==> config.mk <==
export PLATFORM = sky130hd
export DESIGN_NAME = osr_pull_controller_flat
export DESIGN_NICKNAME = d
export VERILOG_FILES = /design/src/rtl/pio_osr_pkg.sv /design/src/rtl/osr_pull_controller_if.sv /design/src/rtl/osr_count_tracker.sv /design/src/rtl/osr_pull_controller.sv /design/src/flat_wrapper.sv
export SDC_FILE = /design/constraint.sdc
export NUM_CORES = 1
export LEC_CHECK = 0
export BUFFER_PORTS_ARGS = -buffer_cell sky130_fd_sc_hd__buf_2
export CAP_MARGIN = 20
export CELL_PAD_IN_SITES_DETAIL_PLACEMENT = 1
export CELL_PAD_IN_SITES_GLOBAL_PLACEMENT = 1
export CORE_MARGIN = 1
export CORE_UTILIZATION = 35
export CTS_CLUSTER_DIAMETER = 40
export DETAILED_ROUTE_END_ITERATION = 7
export HOLD_SLACK_MARGIN = 0.03
export PLACE_DENSITY_LB_ADDON = 0.08
export SETUP_SLACK_MARGIN = 0.2
export SLEW_MARGIN = 10
export SYNTH_ARGS = -nofsm -noshare
export SYNTH_HDL_FRONTEND = slang
export SYNTH_SLANG_ARGS = --single-unit
==> constraint.sdc <==
create_clock -name clk -period 3.56 [get_ports clk]
set_input_delay 0.356 -clock clk [delete_from_list [all_inputs] [get_ports clk]]
set_output_delay 0.356 -clock clk [all_outputs]
set_load 0.005 [all_outputs]
==> src/rtl/pio_osr_pkg.sv <==
// Shared types and sizes for the OSR pull controller and its count tracker.
package pio_osr_pkg;
  localparam int OSR_BITS  = 32;
  localparam int OSR_CNT_W = 6;

  typedef enum logic [1:0] {
    OP_NONE    = 2'd0,
    OP_OUT     = 2'd1,
    OP_PULL    = 2'd2,
    OP_MOV_OSR = 2'd3
  } osr_op_t;

  typedef enum logic [1:0] {
    S_IDLE       = 2'd0,
    S_STALL_OUT  = 2'd1,
    S_STALL_PULL = 2'd2
  } osr_ctl_state_t;
endpackage

==> src/rtl/osr_pull_controller_if.sv <==
// Decoder/FIFO-facing bundle of the OSR pull controller; slave is the controller.
interface osr_pull_controller_if;
  import pio_osr_pkg::*;

  logic                 en;
  logic                 instr_valid;
  osr_op_t              op;
  logic                 pull_block;
  logic                 pull_ifempty;
  logic [4:0]           out_count;
  logic                 autopull;
  logic [4:0]           pull_thresh;
  logic                 fifo_empty;
  logic                 fifo_pop;
  logic                 osr_pull;
  logic                 osr_shift_en;
  logic                 osr_autopull;
  logic                 osr_mov_x;
  logic                 stall;
  logic [OSR_CNT_W-1:0] osr_count;
  logic [15:0]          stall_cycles;
  osr_ctl_state_t       state;

  // Strobes and stall are Mealy outputs valid in the same cycle as the
  // instruction; a stalled instruction is re-presented unchanged until it completes.
  modport master (
    output en, instr_valid, op, pull_block, pull_ifempty, out_count,
           autopull, pull_thresh, fifo_empty,
    input  fifo_pop, osr_pull, osr_shift_en, osr_autopull, osr_mov_x,
           stall, osr_count, stall_cycles, state
  );

  modport slave (
    input  en, instr_valid, op, pull_block, pull_ifempty, out_count,
           autopull, pull_thresh, fifo_empty,
    output fifo_pop, osr_pull, osr_shift_en, osr_autopull, osr_mov_x,
           stall, osr_count, stall_cycles, state
  );
endinterface

==> src/rtl/osr_count_tracker.sv <==
// Shadow OSR shift count with the 0-means-32 decodes, saturating add and threshold compares.
module osr_count_tracker
  import pio_osr_pkg::*;
(
  input  logic                 i_clk,
  input  logic                 i_rst,
  input  logic                 i_clr,
  input  logic                 i_ld_sum,
  input  logic [4:0]           i_out_count,
  input  logic [4:0]           i_pull_thresh,
  output logic [OSR_CNT_W-1:0] o_count,
  output logic                 o_cnt_ge_thr,
  output logic                 o_sum_ge_thr
);
  logic [OSR_CNT_W-1:0] r_count;
  logic [OSR_CNT_W-1:0] w_thr;
  logic [OSR_CNT_W-1:0] w_n;
  logic [OSR_CNT_W-1:0] w_sum;
  logic [6:0]           w_sum_raw;

  assign w_thr     = (i_pull_thresh == 5'd0) ? OSR_CNT_W'(OSR_BITS) : {1'b0, i_pull_thresh};
  assign w_n       = (i_out_count == 5'd0) ? OSR_CNT_W'(OSR_BITS) : {1'b0, i_out_count};
  assign w_sum_raw = 7'(r_count) + 7'(w_n);
  assign w_sum     = (w_sum_raw > 7'(OSR_BITS)) ? OSR_CNT_W'(OSR_BITS) : w_sum_raw[OSR_CNT_W-1:0];

  assign o_count      = r_count;
  assign o_cnt_ge_thr = (r_count >= w_thr);
  assign o_sum_ge_thr = (w_sum >= w_thr);

  // An empty OSR (count 32) after reset makes the first autopull fire at once.
  always_ff @(posedge i_clk) begin
    if (i_rst) begin
      r_count <= OSR_CNT_W'(OSR_BITS);
    end else if (i_clr) begin
      r_count <= '0;
    end else if (i_ld_sum) begin
      r_count <= w_sum;
    end
  end
endmodule

==> src/rtl/osr_pull_controller.sv <==
// Sequences OUT/PULL/MOV-to-OSR against the TX FIFO: strobes, pops, autopull and PC stall.
module osr_pull_controller
  import pio_osr_pkg::*;
(
  input  logic                  clk,
  input  logic                  rst,
  osr_pull_controller_if.slave  bus
);
  osr_ctl_state_t       r_state;
  osr_ctl_state_t       w_next_state;
  logic [15:0]          r_stall_cycles;
  logic [OSR_CNT_W-1:0] w_count;
  logic                 w_cnt_ge_thr;
  logic                 w_sum_ge_thr;
  logic                 w_clr;
  logic                 w_ld_sum;
  logic                 w_pop;
  logic                 w_pull;
  logic                 w_shift;
  logic                 w_mov_x;
  logic                 w_stall;
  logic                 w_is_out;
  logic                 w_is_pull;
  logic                 w_is_mov;

  osr_count_tracker u_count (
    .i_clk         (clk),
    .i_rst         (rst),
    .i_clr         (w_clr),
    .i_ld_sum      (w_ld_sum),
    .i_out_count   (bus.out_count),
    .i_pull_thresh (bus.pull_thresh),
    .o_count       (w_count),
    .o_cnt_ge_thr  (w_cnt_ge_thr),
    .o_sum_ge_thr  (w_sum_ge_thr)
  );

  assign w_is_out  = bus.instr_valid && (bus.op == OP_OUT);
  assign w_is_pull = bus.instr_valid && (bus.op == OP_PULL);
  assign w_is_mov  = bus.instr_valid && (bus.op == OP_MOV_OSR);

  always_comb begin
    w_next_state = r_state;
    w_clr        = 1'b0;
    w_ld_sum     = 1'b0;
    w_pop        = 1'b0;
    w_pull       = 1'b0;
    w_shift      = 1'b0;
    w_mov_x      = 1'b0;
    w_stall      = 1'b0;
    if (!rst && bus.en) begin
      if (w_is_out) begin
        if (bus.autopull && w_cnt_ge_thr) begin
          // Refill first; the shift happens when the instruction is re-presented.
          w_stall      = 1'b1;
          w_next_state = S_STALL_OUT;
          if (!bus.fifo_empty) begin
            w_pull = 1'b1;
            w_pop  = 1'b1;
            w_clr  = 1'b1;
          end
        end else begin
          w_shift      = 1'b1;
          w_next_state = S_IDLE;
          if (bus.autopull && w_sum_ge_thr && !bus.fifo_empty) begin
            w_pop = 1'b1;
            w_clr = 1'b1;
          end else begin
            w_ld_sum = 1'b1;
          end
        end
      end else if (w_is_pull) begin
        w_next_state = S_IDLE;
        if (bus.pull_ifempty && !w_cnt_ge_thr) begin
          w_clr = 1'b0;
        end else if (!bus.fifo_empty) begin
          w_pull = 1'b1;
          w_pop  = 1'b1;
          w_clr  = 1'b1;
        end else if (bus.pull_block) begin
          w_stall      = 1'b1;
          w_next_state = S_STALL_PULL;
        end else begin
          w_mov_x = 1'b1;
          w_clr   = 1'b1;
        end
      end else if (w_is_mov) begin
        w_next_state = S_IDLE;
        w_clr        = 1'b1;
      end else begin
        // No OSR instruction in execute: a dropped or changed stall is abandoned.
        w_next_state = S_IDLE;
        if (bus.autopull && w_cnt_ge_thr && !bus.fifo_empty) begin
          w_pull = 1'b1;
          w_pop  = 1'b1;
          w_clr  = 1'b1;
        end
      end
    end
  end

  always_ff @(posedge clk) begin
    if (rst) begin
      r_state <= S_IDLE;
    end else if (bus.en) begin
      r_state <= w_next_state;
    end
  end

  always_ff @(posedge clk) begin
    if (rst) begin
      r_stall_cycles <= '0;
    end else if (w_stall && (r_stall_cycles != 16'hFFFF)) begin
      r_stall_cycles <= r_stall_cycles + 16'd1;
    end
  end

  assign bus.fifo_pop     = w_pop;
  assign bus.osr_pull     = w_pull;
  assign bus.osr_shift_en = w_shift;
  assign bus.osr_mov_x    = w_mov_x;
  assign bus.stall        = w_stall;
  assign bus.osr_autopull = ~rst & bus.autopull & ~bus.fifo_empty;
  assign bus.osr_count    = w_count;
  assign bus.stall_cycles = r_stall_cycles;
  assign bus.state        = r_state;
endmodule

==> src/flat_wrapper.sv <==
// flat-port wrapper written by rule: the top's interface ports become plain ports
module osr_pull_controller_flat import pio_osr_pkg::*;
  (clk, rst, bus_en, bus_instr_valid, bus_op, bus_pull_block, bus_pull_ifempty, bus_out_count, bus_autopull, bus_pull_thresh, bus_fifo_empty, bus_fifo_pop, bus_osr_pull, bus_osr_shift_en, bus_osr_autopull, bus_osr_mov_x, bus_stall, bus_osr_count, bus_stall_cycles, bus_state);
  osr_pull_controller_if bus_i ();
  input  logic clk;
  input  logic rst;
  input wire logic [$bits(bus_i.en)-1:0] bus_en;
  input wire logic [$bits(bus_i.instr_valid)-1:0] bus_instr_valid;
  input wire logic [$bits(bus_i.op)-1:0] bus_op;
  input wire logic [$bits(bus_i.pull_block)-1:0] bus_pull_block;
  input wire logic [$bits(bus_i.pull_ifempty)-1:0] bus_pull_ifempty;
  input wire logic [$bits(bus_i.out_count)-1:0] bus_out_count;
  input wire logic [$bits(bus_i.autopull)-1:0] bus_autopull;
  input wire logic [$bits(bus_i.pull_thresh)-1:0] bus_pull_thresh;
  input wire logic [$bits(bus_i.fifo_empty)-1:0] bus_fifo_empty;
  output wire logic [$bits(bus_i.fifo_pop)-1:0] bus_fifo_pop;
  output wire logic [$bits(bus_i.osr_pull)-1:0] bus_osr_pull;
  output wire logic [$bits(bus_i.osr_shift_en)-1:0] bus_osr_shift_en;
  output wire logic [$bits(bus_i.osr_autopull)-1:0] bus_osr_autopull;
  output wire logic [$bits(bus_i.osr_mov_x)-1:0] bus_osr_mov_x;
  output wire logic [$bits(bus_i.stall)-1:0] bus_stall;
  output wire logic [$bits(bus_i.osr_count)-1:0] bus_osr_count;
  output wire logic [$bits(bus_i.stall_cycles)-1:0] bus_stall_cycles;
  output wire logic [$bits(bus_i.state)-1:0] bus_state;
  assign bus_i.en = bus_en;
  assign bus_i.instr_valid = bus_instr_valid;
  assign bus_i.op = bus_op;
  assign bus_i.pull_block = bus_pull_block;
  assign bus_i.pull_ifempty = bus_pull_ifempty;
  assign bus_i.out_count = bus_out_count;
  assign bus_i.autopull = bus_autopull;
  assign bus_i.pull_thresh = bus_pull_thresh;
  assign bus_i.fifo_empty = bus_fifo_empty;
  assign bus_fifo_pop = bus_i.fifo_pop;
  assign bus_osr_pull = bus_i.osr_pull;
  assign bus_osr_shift_en = bus_i.osr_shift_en;
  assign bus_osr_autopull = bus_i.osr_autopull;
  assign bus_osr_mov_x = bus_i.osr_mov_x;
  assign bus_stall = bus_i.stall;
  assign bus_osr_count = bus_i.osr_count;
  assign bus_stall_cycles = bus_i.stall_cycles;
  assign bus_state = bus_i.state;
  osr_pull_controller u_core (.clk(clk), .rst(rst), .bus(bus_i));
endmodule
==> qor.csv <==
stage,metric,value,unit
run_status,outcome,"finished, violations left",
run_status,failed_checks,negative setup slack,
worst_hold_path,worst_hold_path_type,primary input to register,
pwr,power.leakage,1.11,nW
sta,setup_viol,1,
worst_setup_path,cp_slowest_cell,or4_1,
die,placement_rows,27,
cells_and_area,final_cell_count_no_fill,388,
pwr,total_power,0.000560,W
cells_and_area,synthToLayoutAreaGrowth,26.6,%
global_route,grt_pass1_vias,1999,
sta,fin_worst_skew,0.00314,ns
die,initial_core_util,36.3,%
worst_setup_path,startpoint_kind_of_the_worst_setup_timing_path,primary input,
placed_design,placed_cells,383,
worst_setup_path,cp_max_fo,4,
job,max-cap-violations,0,
global_route,globalRouteMet2Util,31.3,%
worst_setup_path,worst_ep_arrival_time,3.31,ns
clock_tree,cts_tree,done,
clock_tree,insertion_delay,0.27,ns
synthesis,syn-num-nets,296,
detailed_routing,drcViolationCount,0,
worst_setup_path,critPathRequiredTime,3.20,ns
sta,clock.fmax,0.273,GHz
global_route,antenna_found_initial,0,
clock_tree,worst_setup_hold_path_clk_slew,0.08,ns
die,core_region_area,5510,sq um
sta,post-route-min-period,3.66,ns
global_route,grt-ovfl-total,0,
sta,fin_hold_ws,0.391,ns
synthesis,synth.lib_cells_used.distinct,46,
clock_tree,postCtsHoldBufs,0,
placed_design,place_congestion,0.844,
pwr,power_density,221,nW/um^2
synthesis,synth_enable_flop_cells,0,
detailed_routing,wl_per_cell,15.3,microns
detailed_routing,route.detailed.vias_per_inst,5.47,
synthesis,syn_area,2000,sq um
cells_and_area,nNetsFinal,358,
synthesis,async_flop_share,0,%
clock_tree,cts_buffers,3,
sta,final_hold_violating_endpoints,0,
die,ios,50,
clock_tree,cts.htree.levels,1,
clock_tree,number_of_sinks_driven_by_the_clock_tree,24,
die,floorplan.die_area,6020,sq um
global_route,grt_util_met1,27.7,%
synthesis,yosys_register_bits,24,
synthesis,synthCells,256,
detailed_routing,route.antenna.remaining_nets,0,
sta,rsz0062_at_grt,yes,
sta,tightest_slew,0.778,ns
global_route,track_usage,19.5,%
global_route,largest_net_degree_at_the_start_of_global_routing,27,
clock_tree,clk_tree_root_cell,clkbuf_8,
sta,postLayoutSetupSlackWorst,-0.101,ns
global_route,first_pass_grt_wire_length,9470,microns
detailed_routing,initial_drt_pass_iterations,4,
cells_and_area,ratio_of_cells_with_drive_above_1_in_the_final_layout,30.1,%
sta,timing.final.crit_share,103,%
global_route,busiest_layer,met2,
worst_setup_path,setup.worst_path.end_class,output pin,
global_route,grt_use_met3,3.29,%
cells_and_area,final_core_utilization,46.0,%
pwr,peakVddDrop,0.000125,V
placed_design,post-dp-hpwl,4460,microns
clock_tree,clock_path_buffers,2,
synthesis,synthFlopType,dfxtp_1,
synthesis,yosys_warnings,0,
die,die_h,77.6,microns
worst_setup_path,critical_path.max_stage_delay,0.50,ns
synthesis,synth.yosys.seq_area_share,24.0,%
placed_design,io_buffers,49,
sta,final-max-slew-violation-count,0,
detailed_routing,initialDrtViolationCount,78,
sta,slew_headroom,48.2,%
detailed_routing,drt_wl_total,5930,microns
worst_setup_path,critical_path_cell_by_cell,buf_2 -> or4_1 -> nor2_1 -> ha_1 -> nor2b_2 -> or3b_4 -> nand3_2 -> nor2b_4 -> and2_4 -> ha_4 -> a211o_1 -> a21oi_2 -> o21ai_2 -> a211oi_2 -> nor2_1 -> buf_2,
cells_and_area,antenna-diode-count,0,
detailed_routing,routed-via-count,2122,
worst_setup_path,ws_path_type,primary input to output pin,
synthesis,synth.avg_cell_area,7.81,sq um
die,dieWidth,77.6,microns
-- layout by cell type (no fill, tap or decap), types with 4 or more instances in the layout --
cell,instances
buf_2,49
a21oi_1,24
dfxtp_1,24
buf_4,21
nor2_1,19
ha_1,18
o21ai_0,13
inv_1,12
nand2b_1,10
nand3_1,10
nand2_1,9
nand4_1,9
nor2b_1,8
or3_1,8
and3_1,6
nand3b_1,5
o31ai_1,5
or4_1,4
and4_1,4
mux2_2,4
-- cells in the mapped netlist, drive strengths merged (2+ instances only) --
master / instances / area, sq um
buf: 3 / 27.5
a2bb2oi: 2 / 17.5
nand3: 11 / 55.1
and2: 4 / 25.0
and4: 4 / 35.0
and3: 6 / 37.5
nand3b: 5 / 37.5
or4: 4 / 30.0
o21ai: 15 / 86.3
o31ai: 5 / 37.5
a21o: 2 / 15.0
nor3: 3 / 15.0
mux2: 4 / 45.0
o2111ai: 2 / 17.5
ha: 19 / 238
a21oi: 26 / 130
nand4: 9 / 56.3
nor2: 19 / 71.3
clkbuf: 11 / 42.5
nor2b: 10 / 62.6
o211ai: 2 / 15.0
a211oi: 3 / 22.5
or2: 3 / 18.8
nand2b: 10 / 62.6
nand2: 10 / 40.0
nand4b: 2 / 17.5
or3: 8 / 50.1
xor2: 3 / 26.3
nor4b: 2 / 17.5
nor3b: 3 / 22.5
dfxtp: 24 / 480
inv: 12 / 45.0
-- worst paths after layout --
| kind | startpoint | depth (start not counted) | slack [ns] | end |
|---|---|---|---|---|
| worst max register to register | u_core.u_count.o_count[1] | 16 | 0.31 | u_core.u_count.o_count[3] |
| worst min register to register | u_core.bus.state[1] | 2 | 0.47 | u_core.bus.state[1] |
| worst min-delay path | bus_pull_block | 3 | 0.39 | u_core.bus.state[1] |
| worst max-delay path | bus_out_count[4] | 16 | -0.10 | bus_fifo_pop |
-- power by group --
group	leakage, nW	switching, W	internal (W)	total, W
clock network	0.0216	0.0000860	0.0000758	0.000162
logic	0.890	0.0000693	0.0000577	0.000127
registers	0.193	0.00000145	0.000270	0.000271
total	1.11	0.000157	0.000403	0.000560
-- flip-flops by register name, summed over array words and instances (netlist names) --
register / cells
u_core.bus.stall_cycles: 16
u_core.bus.state: 2
u_core.u_count.o_count: 6
-- logic make-up (layout without fill, tap and decap cells) --
group | Yosys count | in the layout | synth area share, %
and+or+nand+nor | 115 | 115 | 33.7
AOI/OAI and AO/OA | 64 | 65 | 20.1
xor gates and xnor gates | 3 | 3 | 1.31
buffers and inverters | 26 | 85 | 5.76
DFF | 24 | 24 | 24.0
muxes | 4 | 4 | 2.25
adders and majority gates | 20 | 20 | 12.9
-- area by class of cell --
cell class                 count  area [sq um]
clock buffer                   3          41.3
timing repair buffer          70           403
multi-input combinational    207          1470
inverter                      12          45.0
tap                           72          90.1
sequential                    24           480
fill                         728          2980
-- critical path, delay by kind of cell --
family / cells / cell delay, ns
buffers and inverters: 2 / 0.23
AOI/OAI and AO/OA: 4 / 0.73
and+or+nand+nor: 8 / 1.52
adders and majority gates: 2 / 0.49
-- per-stage QoR --
stage	instance area (sq um)	setup WS, ns	setup TNS, ns
after floorplan	2040	0.00355	0
after global placement	2450	-0.247	-1.51
after detailed placement	2450	-0.313	-2.09
after CTS	2520	-0.162	-0.162
after global routing	2530	-0.328	-0.495
final	2530	-0.101	-0.101
-- routing by layer --
metal / up-vias / wire length, microns
met5: - / 0
met4: 0 / 14
met3: 2 / 205
met2: 38 / 2630
met1: 1020 / 3080
li1: 1062 / -
-- what timing repair did --
action | CTS | global route
gates cloned | 0 | 1
endpoints found under the setup margin | 7 | 8
gates resized for setup | 7 | 0
pin swaps | 4 | 2
setup buffers | 1 | 0
No activity file was read; power rests on OpenSTA's default activity.
